==> src/rtl/imem_boot_ctrl_pkg.sv <==
// Shared constants for the rv32i instruction-path boot sequencer.
// Holds the datapath width, the fetch start address, the instruction BRAM
// depth and the boot sequencer state encodings.
package imem_boot_ctrl_pkg;

    localparam int DATA_WIDTH   = 32;
    localparam logic [31:0] BOOT_ADDR = 32'h0000_0000;
    localparam int I_BRAM_DEPTH = 256;

    // Boot sequencer states, kept as plain 2-bit constants so existing
    // logic that decodes the state bus keeps working.
    localparam logic [1:0] BOOT_IDLE  = 2'd0;
    localparam logic [1:0] BOOT_LOAD  = 2'd1;
    localparam logic [1:0] BOOT_PRIME = 2'd2;
    localparam logic [1:0] BOOT_RUN   = 2'd3;

endpackage

==> src/rtl/imem_boot_ctrl.sv <==
// imem_boot_ctrl: loads a program from a valid/ready word stream into the
// instruction BRAM write port, primes the BRAM read port for one cycle and
// then releases the PC stall so fetch starts at BOOT_ADDR.
// Optional feature macro: IMEM_BOOT_CHECKSUM_EN adds exp_sum/sum_out and
// rejects a load whose modulo-2^32 word sum does not match exp_sum.
module imem_boot_ctrl
    import imem_boot_ctrl_pkg::*;
#(
    parameter int ADDR_W      = 10,
    parameter int DEPTH_WORDS = I_BRAM_DEPTH,
    parameter int LEN_W       = 9
) (
    input  logic                  clk,
    input  logic                  rst,
    input  logic                  start,
    input  logic                  halt,
    input  logic [LEN_W-1:0]      prog_len,
    input  logic                  s_valid,
    input  logic [DATA_WIDTH-1:0] s_data,
`ifdef IMEM_BOOT_CHECKSUM_EN
    input  logic [DATA_WIDTH-1:0] exp_sum,
    output logic [DATA_WIDTH-1:0] sum_out,
`endif
    output logic                  s_ready,
    output logic [ADDR_W-1:0]     w_addr,
    output logic [DATA_WIDTH-1:0] w_dat,
    output logic                  w_enb,
    output logic                  r_enb,
    output logic                  pc_stall,
    output logic                  busy,
    output logic                  done,
    output logic                  err
);

    localparam logic [LEN_W-1:0] DEPTH_L = LEN_W'(DEPTH_WORDS);

    logic [1:0]       state;
    logic [LEN_W-1:0] count;
    logic [LEN_W-1:0] len;
    logic [LEN_W-1:0] count_inc;
    logic             accept;
    logic             sum_ok;

    assign accept    = s_valid && s_ready;
    assign count_inc = count + LEN_W'(1);

`ifdef IMEM_BOOT_CHECKSUM_EN
    logic [DATA_WIDTH-1:0] sum;
    logic [DATA_WIDTH-1:0] sum_ref;

    assign sum_ok  = (sum == sum_ref);
    assign sum_out = sum;

    // Running sum of accepted words; the reference is captured at start.
    always_ff @(posedge clk or posedge rst) begin
        if (rst) begin
            sum     <= '0;
            sum_ref <= '0;
        end else if (!halt && state == BOOT_IDLE && start) begin
            sum     <= '0;
            sum_ref <= exp_sum;
        end else if (!halt && state == BOOT_LOAD && accept) begin
            sum <= sum + s_data;
        end
    end
`else
    assign sum_ok = 1'b1;
`endif

    // Boot sequencer: state, load counter and all registered outputs.
    always_ff @(posedge clk or posedge rst) begin
        // NOTE: every register here uses <= so all updates see pre-edge values.
        if (rst) begin
            state    <= BOOT_IDLE;
            count    <= '0;
            len      <= '0;
            w_addr   <= '0;
            w_dat    <= '0;
            w_enb    <= 1'b0;
            r_enb    <= 1'b0;
            pc_stall <= 1'b1;
            s_ready  <= 1'b0;
            busy     <= 1'b0;
            done     <= 1'b0;
            err      <= 1'b0;
        end else begin
            // A write strobe lasts one cycle unless a word is accepted again.
            w_enb <= 1'b0;
            if (halt) begin
                state    <= BOOT_IDLE;
                s_ready  <= 1'b0;
                r_enb    <= 1'b0;
                pc_stall <= 1'b1;
                busy     <= 1'b0;
                done     <= 1'b0;
            end else begin
                case (state)
                    BOOT_IDLE: begin
                        if (start) begin
                            if (prog_len > DEPTH_L) begin
                                err <= 1'b1;
                            end else begin
                                err   <= 1'b0;
                                len   <= prog_len;
                                count <= '0;
                                busy  <= 1'b1;
                                if (prog_len == '0) begin
                                    state <= BOOT_PRIME;
                                    r_enb <= 1'b1;
                                end else begin
                                    state   <= BOOT_LOAD;
                                    s_ready <= 1'b1;
                                end
                            end
                        end
                    end
                    BOOT_LOAD: begin
                        if (accept) begin
                            w_enb   <= 1'b1;
                            w_addr  <= {count[ADDR_W-3:0], 2'b00};
                            w_dat   <= s_data;
                            count   <= count_inc;
                            s_ready <= (count_inc < len);
                        end else if (count == len) begin
                            // Last write is on the port this cycle; leave next edge.
                            if (sum_ok) begin
                                state <= BOOT_PRIME;
                                r_enb <= 1'b1;
                            end else begin
                                state <= BOOT_IDLE;
                                err   <= 1'b1;
                                busy  <= 1'b0;
                            end
                        end
                    end
                    BOOT_PRIME: begin
                        state    <= BOOT_RUN;
                        pc_stall <= 1'b0;
                        busy     <= 1'b0;
                        done     <= 1'b1;
                    end
                    default: begin
                        // BOOT_RUN: hold until halt; start is ignored.
                    end
                endcase
            end
        end
    end

endmodule

==> config.mk <==
export PLATFORM = sky130hd
export DESIGN_NAME = imem_boot_ctrl
export DESIGN_NICKNAME = d
export VERILOG_FILES = /design/src/rtl/imem_boot_ctrl_pkg.sv /design/src/rtl/imem_boot_ctrl.sv
export SDC_FILE = /design/constraint.sdc
export NUM_CORES = 1
export LEC_CHECK = 0
export ABC_CLOCK_PERIOD_IN_PS = 6400
export BUFFER_PORTS_ARGS = -buffer_cell sky130_fd_sc_hd__buf_2
export CORE_MARGIN = 2
export CORE_UTILIZATION = 45
export DETAILED_ROUTE_END_ITERATION = 12
export PLACE_DENSITY = 0.69
export SETUP_SLACK_MARGIN = 0.4
export SLEW_MARGIN = 20
export SYNTH_ARGS = -nofsm -noshare
export SYNTH_HDL_FRONTEND = slang
export SYNTH_SLANG_ARGS = --single-unit
==> constraint.sdc <==
create_clock -name clk -period 6.4 [get_ports clk]
set_input_delay 0.64 -clock clk [delete_from_list [all_inputs] [get_ports clk]]
set_output_delay 0.64 -clock clk [all_outputs]
set_load 0.01 [all_outputs]
==> metrics.txt <==
largest net degree at the start of global routing 68; Buffers on Ports 92; vias in the first global route 2553; Min-Delay Path Class register to register; Setup CP Type register to register; FMAX 397.7 MHz; min cycle time layout 2.515 ns; average wire per standard cell 13.23 um; Crit Path Max Fanout 8; Clock Skews 0.007861 ns; Hold Violations, Final 0; area of the core 0.006832 mm2; Seq cells post-synth 67; first-pass GRT wire length 11600 um; HPWL Detailed 5242 um; crit end category register; worst path arrival time 2.75 ns; power per cell area 414.4 mW/mm2; Synthesis Warnings 0; Worst-path clk slew 0.08 ns; global route overflow 0; DP Cell Count 524; Clock Tree Buf Depth 2; CTS root buf clkbuf_8; Clk Latency, worst-skew pair 0.34 ns; hold slack 0.4711 ns; Worst-Margin Slew 0.8163 ns; Final Wtd Congestion 0.8622; Worst setup SP type register; VDD IR max 0.2203 mV; Die Y 88.40 um; setup TNS 0 ns; top_reg_cell synth dfrtp_1; Placement Rows 30; Finished Layout Cells 539; CTS buffer count 9; layout net count 498; remaining antenna violation count after routing 0; number of fill cells 644; ys async rst share 1.000; Tot Pwr 1.641 mW; unrepaired setup endpoints after global routing false; routed vias/inst 4.859; die area 0.007815 mm2; area delta synth->final 23.54%; final setup fails 0; initial antenna violation count 0; Antenna Cells 0; most frequent cells in the layout nand2_1, buf_2, dfrtp_1; DR vias 2619; post-CTS resize count 0; synth unique cells 40; register area share after synthesis 0.5234; Worst slew margin 0.4558; layout cells sized above 1 0.2889; DRC viols 0; final wirelength 7131 um; Req. time, crit path 6.64 ns; CTS sink cnt 67; Pre-antenna DRT Iters 5; Mapped Area 0.003206 mm2; Initial Util 0.4692; initial DRC count 139; aggregate global-route resource usage 0.1945; die width 88.40 um; Hold-fix buffers, CTS 0; max-cap violations 0; fin crit share 0.3929; status finished clean; Final Slew Violations 0; I/O pin count 95; Setup Fix Bufs, Post-CTS 0; number of synthesized flops with an enable pin 0; Post-Syn Instances 353; CTS tree built; LEAKAGE 2.201 nW; CTS H-tree lvls 3; Avg Synthesized Cell Area 9.081 um2; commonest non-fill, non-tap cell in the layout nand2_1
==> report_power, final <==
part / switching (mW) / internal [mW]
clock: 0.161 / 0.258
sequential: 0.105 / 0.576
combinational: 0.304 / 0.237
==> cell type report <==
type | count | area (um2) | area share
sequential | 67 | 1678 | 0.4237
timing repair buffer | 94 | 475.5 | 0.1201
clock inverter | 6 | 113.9 | 0.02875
tap | 96 | 120.1 | 0.03033
inverter | 16 | 60.06 | 0.01517
multi-input combinational | 251 | 1389 | 0.3507
clock buffer | 9 | 123.9 | 0.03128
==> critical path, cell delays in order (launching register included) <==
cell and delay (ns):
dfrtp_1 0.52, ha_1 0.36, nand3_1 0.17, xnor2_1 0.17, ha_1 0.30, a21o_1 0.18, a21o_1 0.17, a211o_1 0.29
a311oi_1 0.26
==> flip-flops by register name, indices dropped and copies added (netlist names) <==
name / flops
pc_stall: 1
w_addr: 8
count: 9
r_enb: 1
busy: 1
done: 1
w_enb: 1
len: 9
err: 1
s_ready: 1
w_dat: 32
state: 2
==> logic make-up (layout without fill, tap and decap cells) <==
logic type / count (synthesis) / count (layout) / synth area share
XOR/XNOR: 15 / 15 / 0.04098
AO/OA/AOI/OAI: 44 / 44 / 0.09212
AND/OR/NAND/NOR: 169 / 169 / 0.2190
buffers and inverters: 36 / 125 / 0.04449
other: 1 / 2 / 0.001170
multiplexers: 8 / 8 / 0.02810
adder cells (fa/ha/maj): 13 / 13 / 0.05074
flip-flops: 67 / 67 / 0.5234
==> layer usage <==
layer | wire length (um) | part of all wire | GRT usage | up-vias
met5 | 0 | 0 | 0 | -
met4 | 95 | 0.013 | 0.07989 | 0
met3 | 258 | 0.036 | 0.05504 | 5
met2 | 3588 | 0.50 | 0.3090 | 53
met1 | 3188 | 0.45 | 0.2518 | 1247
li1 | - | - | - | 1314
==> worst paths after layout <==
check / cells past startpoint / from / end / slack (ns)
min: 2 / w_dat[11]$_DFFE_PP0P_ / w_dat[11]$_DFFE_PP0P_ / 0.47
max in group asynchronous: 3 / rst / w_dat[1]$_DFFE_PP0P_ / 5.34
max reg2reg: 8 / count[1]$_DFFE_PP0P_ / s_ready$_DFFE_PP0P_ / 3.89
min reg2reg: 2 / w_dat[11]$_DFFE_PP0P_ / w_dat[11]$_DFFE_PP0P_ / 0.47
max: 8 / count[1]$_DFFE_PP0P_ / s_ready$_DFFE_PP0P_ / 3.89
min in group asynchronous: 3 / rst / w_dat[25]$_DFFE_PP0P_ / 0.52
==> Yosys cell counts (all sizes together), types with 2 or more instances <==
cell | n | share of area
o21ai | 16 | 0.028
ha | 13 | 0.051
a31oi | 2 | 0.0039
nor2 | 7 | 0.0090
a21o | 4 | 0.0094
buf | 2 | 0.0047
or2 | 2 | 0.0047
a21oi | 8 | 0.012
xnor2 | 12 | 0.033
dfrtp | 66 | 0.52
nor2b | 2 | 0.0039
or4 | 2 | 0.0070
mux2 | 8 | 0.028
nand3 | 7 | 0.011
nand2 | 139 | 0.16
nor3 | 2 | 0.0031
nand2b | 2 | 0.0039
inv | 16 | 0.019
nand4 | 2 | 0.0039
and3 | 2 | 0.0039
xor2 | 3 | 0.0082
clkbuf | 18 | 0.021
o31ai | 3 | 0.0070
o2bb2ai | 2 | 0.0055
==> metrics by stage <==
step,worst slack (ns),instance area (um2),utilization
finish,3.885,3960,0.5797
global route,3.664,3960,0.5797
CTS,3.706,3960,0.5797
detailed placement,3.713,3722,0.5449
global placement,3.841,3722,0.5449
floorplan,4.079,3209,-
Power figures use the tool's default switching activity.
